[config.mk]
export PLATFORM = sky130hd
export DESIGN_NAME = vector_out_receiver
export DESIGN_NICKNAME = d
export VERILOG_FILES = /design/src/rtl/vector_io_pkg.sv /design/src/rtl/vector_fifo.sv /design/src/rtl/vector_out_receiver.sv
export SDC_FILE = /design/constraint.sdc
export NUM_CORES = 1
export LEC_CHECK = 0
export BUFFER_PORTS_ARGS = -buffer_cell sky130_fd_sc_hd__buf_2
export CAP_MARGIN = 20
export CELL_PAD_IN_SITES_DETAIL_PLACEMENT = 1
export CELL_PAD_IN_SITES_GLOBAL_PLACEMENT = 1
export CORE_ASPECT_RATIO = 0.5
export CORE_MARGIN = 1
export CORE_UTILIZATION = 55
export CTS_BUF_LIST = sky130_fd_sc_hd__clkbuf_8 sky130_fd_sc_hd__clkbuf_16
export DETAILED_ROUTE_END_ITERATION = 16
export HOLD_SLACK_MARGIN = 0.06
export MAX_ROUTING_LAYER = met4
export PLACE_DENSITY_LB_ADDON = 0.08
export RECOVER_POWER = 25
export SLEW_MARGIN = 5
export SYNTH_ARGS = -nofsm -noshare
export SYNTH_HDL_FRONTEND = slang
export SYNTH_SLANG_ARGS = --single-unit
[constraint.sdc]
create_clock -name clock -period 9.9 [get_ports clock]
set_input_delay 0.99 -clock clock [delete_from_list [all_inputs] [get_ports clock]]
set_output_delay 0.99 -clock clock [all_outputs]
set_load 0.02 [all_outputs]
[src/rtl/vector_io_pkg.sv]
// Shared sizing, FSM state and element helpers for the CPU vector output receiver.
// No logic of its own.
package vector_io_pkg;

  localparam int DATA_WIDTH  = 16;
  localparam int VECTOR_SIZE = 6;
  localparam int FIFO_DEPTH  = 4;
  localparam int PTR_WIDTH   = 2;
  localparam int IDX_WIDTH   = 3;
  localparam int VEC_WIDTH   = DATA_WIDTH * VECTOR_SIZE;

  typedef enum logic {IDLE, SEND} state_t;

  typedef logic [IDX_WIDTH-1:0]  elemIdx_t;
  typedef logic [DATA_WIDTH-1:0] element_t;
  typedef logic [VEC_WIDTH-1:0]  vector_t;

  localparam elemIdx_t LAST_INDEX = elemIdx_t'(VECTOR_SIZE - 1);

  function automatic element_t elementSlice(input vector_t vec, input elemIdx_t k);
    return vec[k*DATA_WIDTH +: DATA_WIDTH];
  endfunction

endpackage

[src/rtl/vector_fifo.sv]
// Vector-wide FIFO; head is readable combinationally, count/full/empty registered.
// Latency: push visible at head after 1 edge; push while full is only taken with a same-edge pop.
module vector_fifo #(
  parameter int WIDTH     = 96,
  parameter int DEPTH     = 4,
  parameter int PTR_WIDTH = 2
) (
  input  logic                 clock,
  input  logic                 reset,
  input  logic                 push,
  input  logic [WIDTH-1:0]     pushData,
  input  logic                 pop,
  output logic [WIDTH-1:0]     popData,
  output logic [PTR_WIDTH:0]   count,
  output logic                 full,
  output logic                 empty
);

  logic [WIDTH-1:0]     mem [DEPTH];
  logic [PTR_WIDTH-1:0] wrPtr;
  logic [PTR_WIDTH-1:0] rdPtr;
  logic                 doPush;
  logic                 doPop;

  assign full    = (count == (PTR_WIDTH+1)'(DEPTH));
  assign empty   = (count == '0);
  assign doPop   = pop && !empty;
  assign doPush  = push && (!full || doPop);
  assign popData = mem[rdPtr];

  always_ff @(posedge clock or posedge reset) begin
    if (reset) begin
      wrPtr <= '0;
      rdPtr <= '0;
      count <= '0;
    end else begin
      if (doPush) wrPtr <= wrPtr + 1'b1;
      if (doPop)  rdPtr <= rdPtr + 1'b1;
      count <= count + {{PTR_WIDTH{1'b0}}, doPush} - {{PTR_WIDTH{1'b0}}, doPop};
    end
  end

  // Storage is not reset; emptiness is tracked by the pointers and count alone.
  always_ff @(posedge clock) begin
    if (doPush) mem[wrPtr] <= pushData;
  end

endmodule

[src/rtl/vector_out_receiver.sv]
// Buffers flagged CPU vectors and streams them one element per valid/ready transfer.
// Latency: element 0 valid one edge after capture when idle; never stalls the CPU, overruns set sticky overflow.
module vector_out_receiver
  import vector_io_pkg::*;
(
  input  logic                            clock,
  input  logic                            reset,
  input  logic [VECTOR_SIZE*DATA_WIDTH-1:0] vectorIn,
  input  logic                            vectorValid,
  output logic [DATA_WIDTH-1:0]           elementData,
  output logic [IDX_WIDTH-1:0]            elementIndex,
  output logic                            elementValid,
  input  logic                            elementReady,
  output logic                            lastElement,
  output logic [PTR_WIDTH:0]              fifoCount,
  output logic                            overflow,
  input  logic                            clearOverflow
);

  state_t  state;
  vector_t shiftReg;
  vector_t fifoHead;
  logic    fifoFull;
  logic    fifoEmpty;
  logic    transfer;
  logic    pop;
  logic    push;
  logic    drop;

  assign transfer    = elementValid && elementReady;
  assign lastElement = elementValid && (elementIndex == LAST_INDEX);
  assign pop         = !fifoEmpty && ((state == IDLE) || (transfer && lastElement));
  assign push        = vectorValid && (!fifoFull || pop);
  assign drop        = vectorValid && fifoFull && !pop;
  assign elementData = elementSlice(shiftReg, '0);

  vector_fifo #(
    .WIDTH    (VEC_WIDTH),
    .DEPTH    (FIFO_DEPTH),
    .PTR_WIDTH(PTR_WIDTH)
  ) uFifo (
    .clock   (clock),
    .reset   (reset),
    .push    (push),
    .pushData(vectorIn),
    .pop     (pop),
    .popData (fifoHead),
    .count   (fifoCount),
    .full    (fifoFull),
    .empty   (fifoEmpty)
  );

  always_ff @(posedge clock or posedge reset) begin
    if (reset) begin
      state        <= IDLE;
      shiftReg     <= '0;
      elementIndex <= '0;
      elementValid <= 1'b0;
      overflow     <= 1'b0;
    end else begin
      // A drop on the same edge as a clear wins, so no overrun goes unreported.
      overflow <= drop || (overflow && !clearOverflow);

      case (state)
        IDLE: begin
          if (pop) begin
            shiftReg     <= fifoHead;
            elementIndex <= '0;
            elementValid <= 1'b1;
            state        <= SEND;
          end
        end
        SEND: begin
          if (transfer) begin
            if (lastElement) begin
              if (pop) begin
                shiftReg     <= fifoHead;
                elementIndex <= '0;
              end else begin
                elementValid <= 1'b0;
                state        <= IDLE;
              end
            end else begin
              shiftReg     <= shiftReg >> DATA_WIDTH;
              elementIndex <= elementIndex + 1'b1;
            end
          end
        end
        default: state <= IDLE;
      endcase
    end
  end

endmodule
* Word level (Yosys, flattened, before mapping) *
Memories as Yosys holds them, arrays and structs flattened.
Cells that the tools add are included.
Widths: inputs -> output; s select.

storage, ports and cells
  register bits = 109
  bits in writable memories = 384
  input port bits = 101
  output and inout bits = 25
  word-level logic and storage cells = 60
  memories kept = 1

memories
  memory     words  bits a word  rd ports  clocked after memory_dff  wr ports  line               text
  uFifo.mem  4      96           1         0                         1         vector_fifo.sv:19  logic [WIDTH-1:0] mem [DEPTH];

cells by class
  add/subtract/negate cells = 5
  eq/ne operators = 6
  muxes and demuxes = 19
  bitwise logic cells = 1
  reduce and logical (&&, ||, !) cells = 20

operators with widths
  kind                 count
  $mux 96              3
  $pmux 96 s2          1
  $logic_and 1x1->1    10
  $mux 1               9
  $mux 3               3
  $eq 3x3->1 const B   2
  $ne 2x2->1 const B   3
  $pmux 3 s2           1
  $add 2x1->2 const B  2
  $logic_not 1->1      4
  $logic_or 1x1->1     4
  $pmux 1 s2           2
  $reduce_and 4->1     1
  $add 3x1->3          1
  $add 3x1->3 const B  1
  $logic_not 3->1      1
  $sub 3x1->3          1
  $ne 2x1->1 const B   1
  $not 1->1            1

* Depth between registers and ports, before layout *
  word-level depth = 10
  gate-level depth with buffers = 15
  depth with buffers taken out = 12

* By module *
Synthesis repeated with hierarchy kept, for this count alone.

second synthesis, totals
  cells, all modules = 913
  area, all modules = 18874.4 um2

modules (own cells, without submodules)
  module               times used  cells each  area an instance (um2)  seq. area each (um2)
  vector_fifo          1           538         14254.9                 11706.2
  vector_out_receiver  1           375         4619.4                  2552.4

* Least setup slack after synthesis *
OpenSTA, ideal clock, no wires.

  path type = in2reg
  start = input elementReady
  end = memory uFifo.mem[0][0], enable pin
  setup time = 0.466 ns
  arrival = 3.599 ns
  required time = 9.434 ns
  setup slack = 5.834 ns
  stages = 3
  path buffers = 0
  path through = nand4_1 > nand4_1 > and3_1

between the ends
  cells in the longest elaborated chain, start to end = 9
  elaborated cells between the ends (all ways) = 11
  classes of those cells = mux (2); reduce/logical (9)

ends and longest elaborated chain
  item                                                   line                                          text
  start: declaration                                     vector_out_receiver.sv:13                     input logic elementReady,
  $logic_and 1x1->1 (*)                                  vector_out_receiver.sv:30                     assign transfer = elementValid && elementReady;
  $logic_and 1x1->1 (*)                                  vector_out_receiver.sv:32                     assign pop = !fifoEmpty && ((state == IDLE) || (transfer && lastElement));
  $logic_or 1x1->1 (*)                                   vector_out_receiver.sv:32
  $logic_and 1x1->1 (*)                                  vector_out_receiver.sv:32
  $logic_or 1x1->1 or $logic_and 1x1->1 (tied branches)  vector_out_receiver.sv:33, vector_fifo.sv:27
  $logic_and 1x1->1 or $logic_or 1x1->1 (tied branches)  vector_out_receiver.sv:33, vector_fifo.sv:28
  $logic_and 1x1->1 (*)                                  vector_fifo.sv:28                             assign doPush = push && (!full || doPop);
  $mux 1 (*)                                             vector_fifo.sv:45                             if (doPush) mem[wrPtr] <= pushData;
  $mux 1 (implied by the code) (*)                       vector_fifo.sv:45
  end: declaration                                       vector_fifo.sv:19

Every way passes the cells marked *; elsewhere a longest branch is shown, timed or not.

* Worst setup path in the final report *
  start = register elementIndex[0]
  end = register uFifo.count[2]

between the ends
  cells in the longest elaborated chain, start to end = 10
  elaborated cells between the ends (all ways) = 12
  classes of those cells = add/sub (2); eq/ne (1); reduce/logical (9)

ends and longest elaborated chain
  item                                                   line                                          text
  start: declaration                                     vector_out_receiver.sv:11                     output logic [IDX_WIDTH-1:0] elementIndex,
  start signal: assignment                               vector_out_receiver.sv:85                     elementIndex <= elementIndex + 1'b1;
  $eq 3x3->1 (*)                                         vector_out_receiver.sv:31                     assign lastElement = elementValid && (elementIndex == LAST_INDEX);
  $logic_and 1x1->1 (*)                                  vector_out_receiver.sv:31
  $logic_and 1x1->1 (*)                                  vector_out_receiver.sv:32
  $logic_or 1x1->1 (*)                                   vector_out_receiver.sv:32
  $logic_and 1x1->1 (*)                                  vector_out_receiver.sv:32
  $logic_or 1x1->1 or $logic_and 1x1->1 (tied branches)  vector_out_receiver.sv:33, vector_fifo.sv:27
  $logic_and 1x1->1 or $logic_or 1x1->1 (tied branches)  vector_out_receiver.sv:33, vector_fifo.sv:28
  $logic_and 1x1->1                                      vector_fifo.sv:28
  $add 3x1->3                                            vector_fifo.sv:39                             count <= count + {{PTR_WIDTH{1'b0}}, doPush} - {{PTR_WIDTH{1'b0}}, doPop};
  $sub 3x1->3 (*)                                        vector_fifo.sv:39
  end signal: assignment                                 vector_fifo.sv:39
  end: declaration                                       vector_fifo.sv:14                             output logic [PTR_WIDTH:0] count,

Marked as above.
A chain may end at the register's enable or synchronous reset.

==> impl_results.md <==
- Tcrit/Tclk final: approximately 33%
- Clock root buffer: clkbuf_16
- Fmax: 0.310 GHz
- Maximum VDD drop: 0.180 mV
- Largest net degree at the start of global routing: 77
- Initial DRC count: 523
- Clock Sinks: 493
- Clk slew on worst S/H paths: 0.07 ns
- Crit path DAT: 3.71 ns
- CTS Buffer Depth: 3
- Worst Clk Skew: roughly 0.026 ns
- I/O Buffers: 125
- Area leader, netlist: edfxtp_1
- Crit. End Element: register
- Outcome: finished, final reports clean
- Predominant post-synthesis flop cell: edfxtp_1
- Top cell type's share of synthesized area: 61.4%
- Final setup viols: 0
- Worst rel slew slack: a little under 30%
- Pwr dens: around 230 nW/um^2
- Most frequent cell after synthesis: edfxtp_1
- Worst setup path start: elementIndex[0]
- Vias per cell: 6.11
- Worst Path Required: 10.38 ns
- Post-route ant nets: 0
- Antenna violations before repair: 1
- DR pass1 iterations: 5
- Setup TNS: 0 ns
- Hold Crit Class: register to register
- GRT Util Overall: 23.8%
- Cts repair resizes: 0
- Seq/Total Area, Yosys: 76.0%
- Post-Syn Area: 18800 sq um
- Synth Register Bits: 493
- Crit start category: register
- Unrepaired setup endpoints after global routing: false
- Placement Rows: 47
- Dpl hpwl: around 22000 microns
- Vias in the first global route: 10200
- First-pass GRT wire length: 60100 microns
- CTS Hold Bufs: 0
- Synthesis-to-finish area growth: 11.2%
- Cells after Synth: approximately 900
- Post-synth ARST share: 22.1%
- Fin. Hold Viols: 0
- TritonCTS Buffers: 42
- Pleak: approximately 8.1 nW
- Die height: 133 microns
- Grt total ovfl: 0
- Netlist cell types: 31
- Top post-synthesis cells by area: edfxtp_1 61%, dfrtp_1 15%, mux4_2 12%
- NumNets Final: 1120
- H-tree depth: 2
- Via count: roughly 9000
- Least-Margin Pin Slew: 1.07 ns
- Pre-CTS setup slack: 6.28 ns
- # IOs: 126
- Share of layout cells above drive strength 1: 22.6%
- Crit path kind: register to register
- Max Fanout on Critical Path: 28
- RR Startpoint: elementIndex[0]
- WL/cell: between 20 and 30 microns
- CTS tree: built
- Min cycle time layout: roughly 3.2 ns
- Hold WS: 0.468 ns
- Final cell count without fillers: 1486
- Dpl cells: ~1400
- Commonest cells in the netlist: 384 x edfxtp_1, 109 x dfrtp_1, 96 x mux4_2
- Synth Warn #: 0
- Post-CTS Setup Repair Bufs: 0
- EDFF count, synth: 384
- Max cap viols: 0
- Avg Inst Size Synth: between 20 and 25 sq um
- Width of the chip: 263 microns
- Final GP Congestion: between 0.7 and 0.8
- Hold path startpoint: shiftReg[8]
- Setup WS post-layout: roughly 6.7 ns
- CORE AREA: 33300 sq um
- Worst-skew pair later-pin latency: 0.55 ns
- Initial Util: 56.3%
- Die area: 34900 sq um
- Drt drc: 0
- Final slew viol count: 0
- WL final: 38700 microns
- Syn_nets: 1009
-- sequential cells by signal, summed over array words and instances (netlist names), 2 cells and up --
| register | count |
|---|---|
| uFifo.count | 3 |
| shiftReg | 96 |
| uFifo.wrPtr | 2 |
| uFifo.mem | 384 |
| uFifo.rdPtr | 2 |
| elementIndex | 3 |
-- layout by cell type, fill, tap and decap left out, types with 2 or more instances in the layout --
master / netlist / final
clkbuf_1: 12 / 71
clkbuf_8: 0 / 10
o21ai_0: 2 / 2
dfrtp_4: 0 / 2
and3_4: 1 / 5
bufinv_16: 0 / 2
dfrtp_1: 109 / 107
inv_6: 0 / 2
clkinv_2: 0 / 5
nor2_1: 5 / 5
nand2_1: 4 / 4
inv_1: 17 / 28
a21o_1: 75 / 74
ha_1: 8 / 8
clkinv_1: 0 / 4
buf_2: 17 / 54
buf_4: 22 / 11
nor3_4: 1 / 2
mux4_2: 96 / 96
diode_2: 0 / 2
o22ai_1: 8 / 8
edfxtp_1: 384 / 384
xnor2_1: 6 / 6
a22o_1: 90 / 90
a21oi_1: 7 / 7
nand4_1: 2 / 2
clkbuf_16: 0 / 43
-- path summary, 6_finish.rpt --
path | to | slack (ns) | depth (start not counted)
min in group asynchronous | shiftReg[51] | 0.54 | 2
max in group asynchronous | uFifo.rdPtr[1] | 7.85 | 3
worst min-delay path | shiftReg[8] | 0.47 | 1
worst max register to register | uFifo.count[2] | 6.67 | 11
worst min register to register | shiftReg[8] | 0.47 | 1
worst max-delay path | uFifo.count[2] | 6.67 | 11
-- layout make-up --
cell class                 count  area (sq um)
sequential                   493         14300
clock buffer                  53          1210
multi-input combinational    318          3980
timing repair buffer         136           619
fill                        2793         12500
clock inverter                24           158
antenna                        2          5.00
tap                          441           552
inverter                      19          75.1
-- cells by family (layout without fill, tap and decap cells) --
logic type	Yosys count	after routing	synth area share [%]
compound gates	185	185	7.83
xor+xnor	6	6	0.280
fa+ha+maj	9	9	0.640
buf+inv	88	232	3.03
flops	493	493	76.0
mux	97	97	11.6
other cells	0	2	0
simple gates	21	21	0.673
-- stage by stage --
stage	area (sq um)	util, %	power, W
after global placement	19600	58.7	0.00316
after global routing	20900	62.6	0.00493
after detailed placement	19600	58.7	0.00320
after floorplan	18800	-	0.00300
after CTS	20900	62.8	0.00482
final	20900	62.6	0.00476
-- power breakdown --
part / internal, W / leakage (nW) / total (W) / switching (W)
logic: 0.000144 / 2.37 / 0.000449 / 0.000306
registers: 0.00260 / 5.02 / 0.00268 / 0.0000800
clock network: 0.000917 / 0.725 / 0.00163 / 0.000713
total: 0.00367 / 8.11 / 0.00476 / 0.00110
-- metal layers --
metal	global-route usage [%]	wire, microns	vias up
li1	-	-	3874
met2	38.0	18900	207
met5	-	0	-
met1	33.1	17800	4946
met3	4.02	1610	50
met4	4.87	439	0
-- worst max-delay path, stage by stage, from the launching register on --
cell and delay [ns]:
dfrtp_1 0.43, ha_1 0.26, nand4_1 0.18, a21o_1 0.37, clkinv_2 0.47, ha_1 0.44
inv_1 0.06, ha_1 0.13, inv_1 0.05, fa_1 0.40, xnor2_1 0.22, xnor2_1 0.14
No activity file was read; power rests on OpenSTA's default activity.
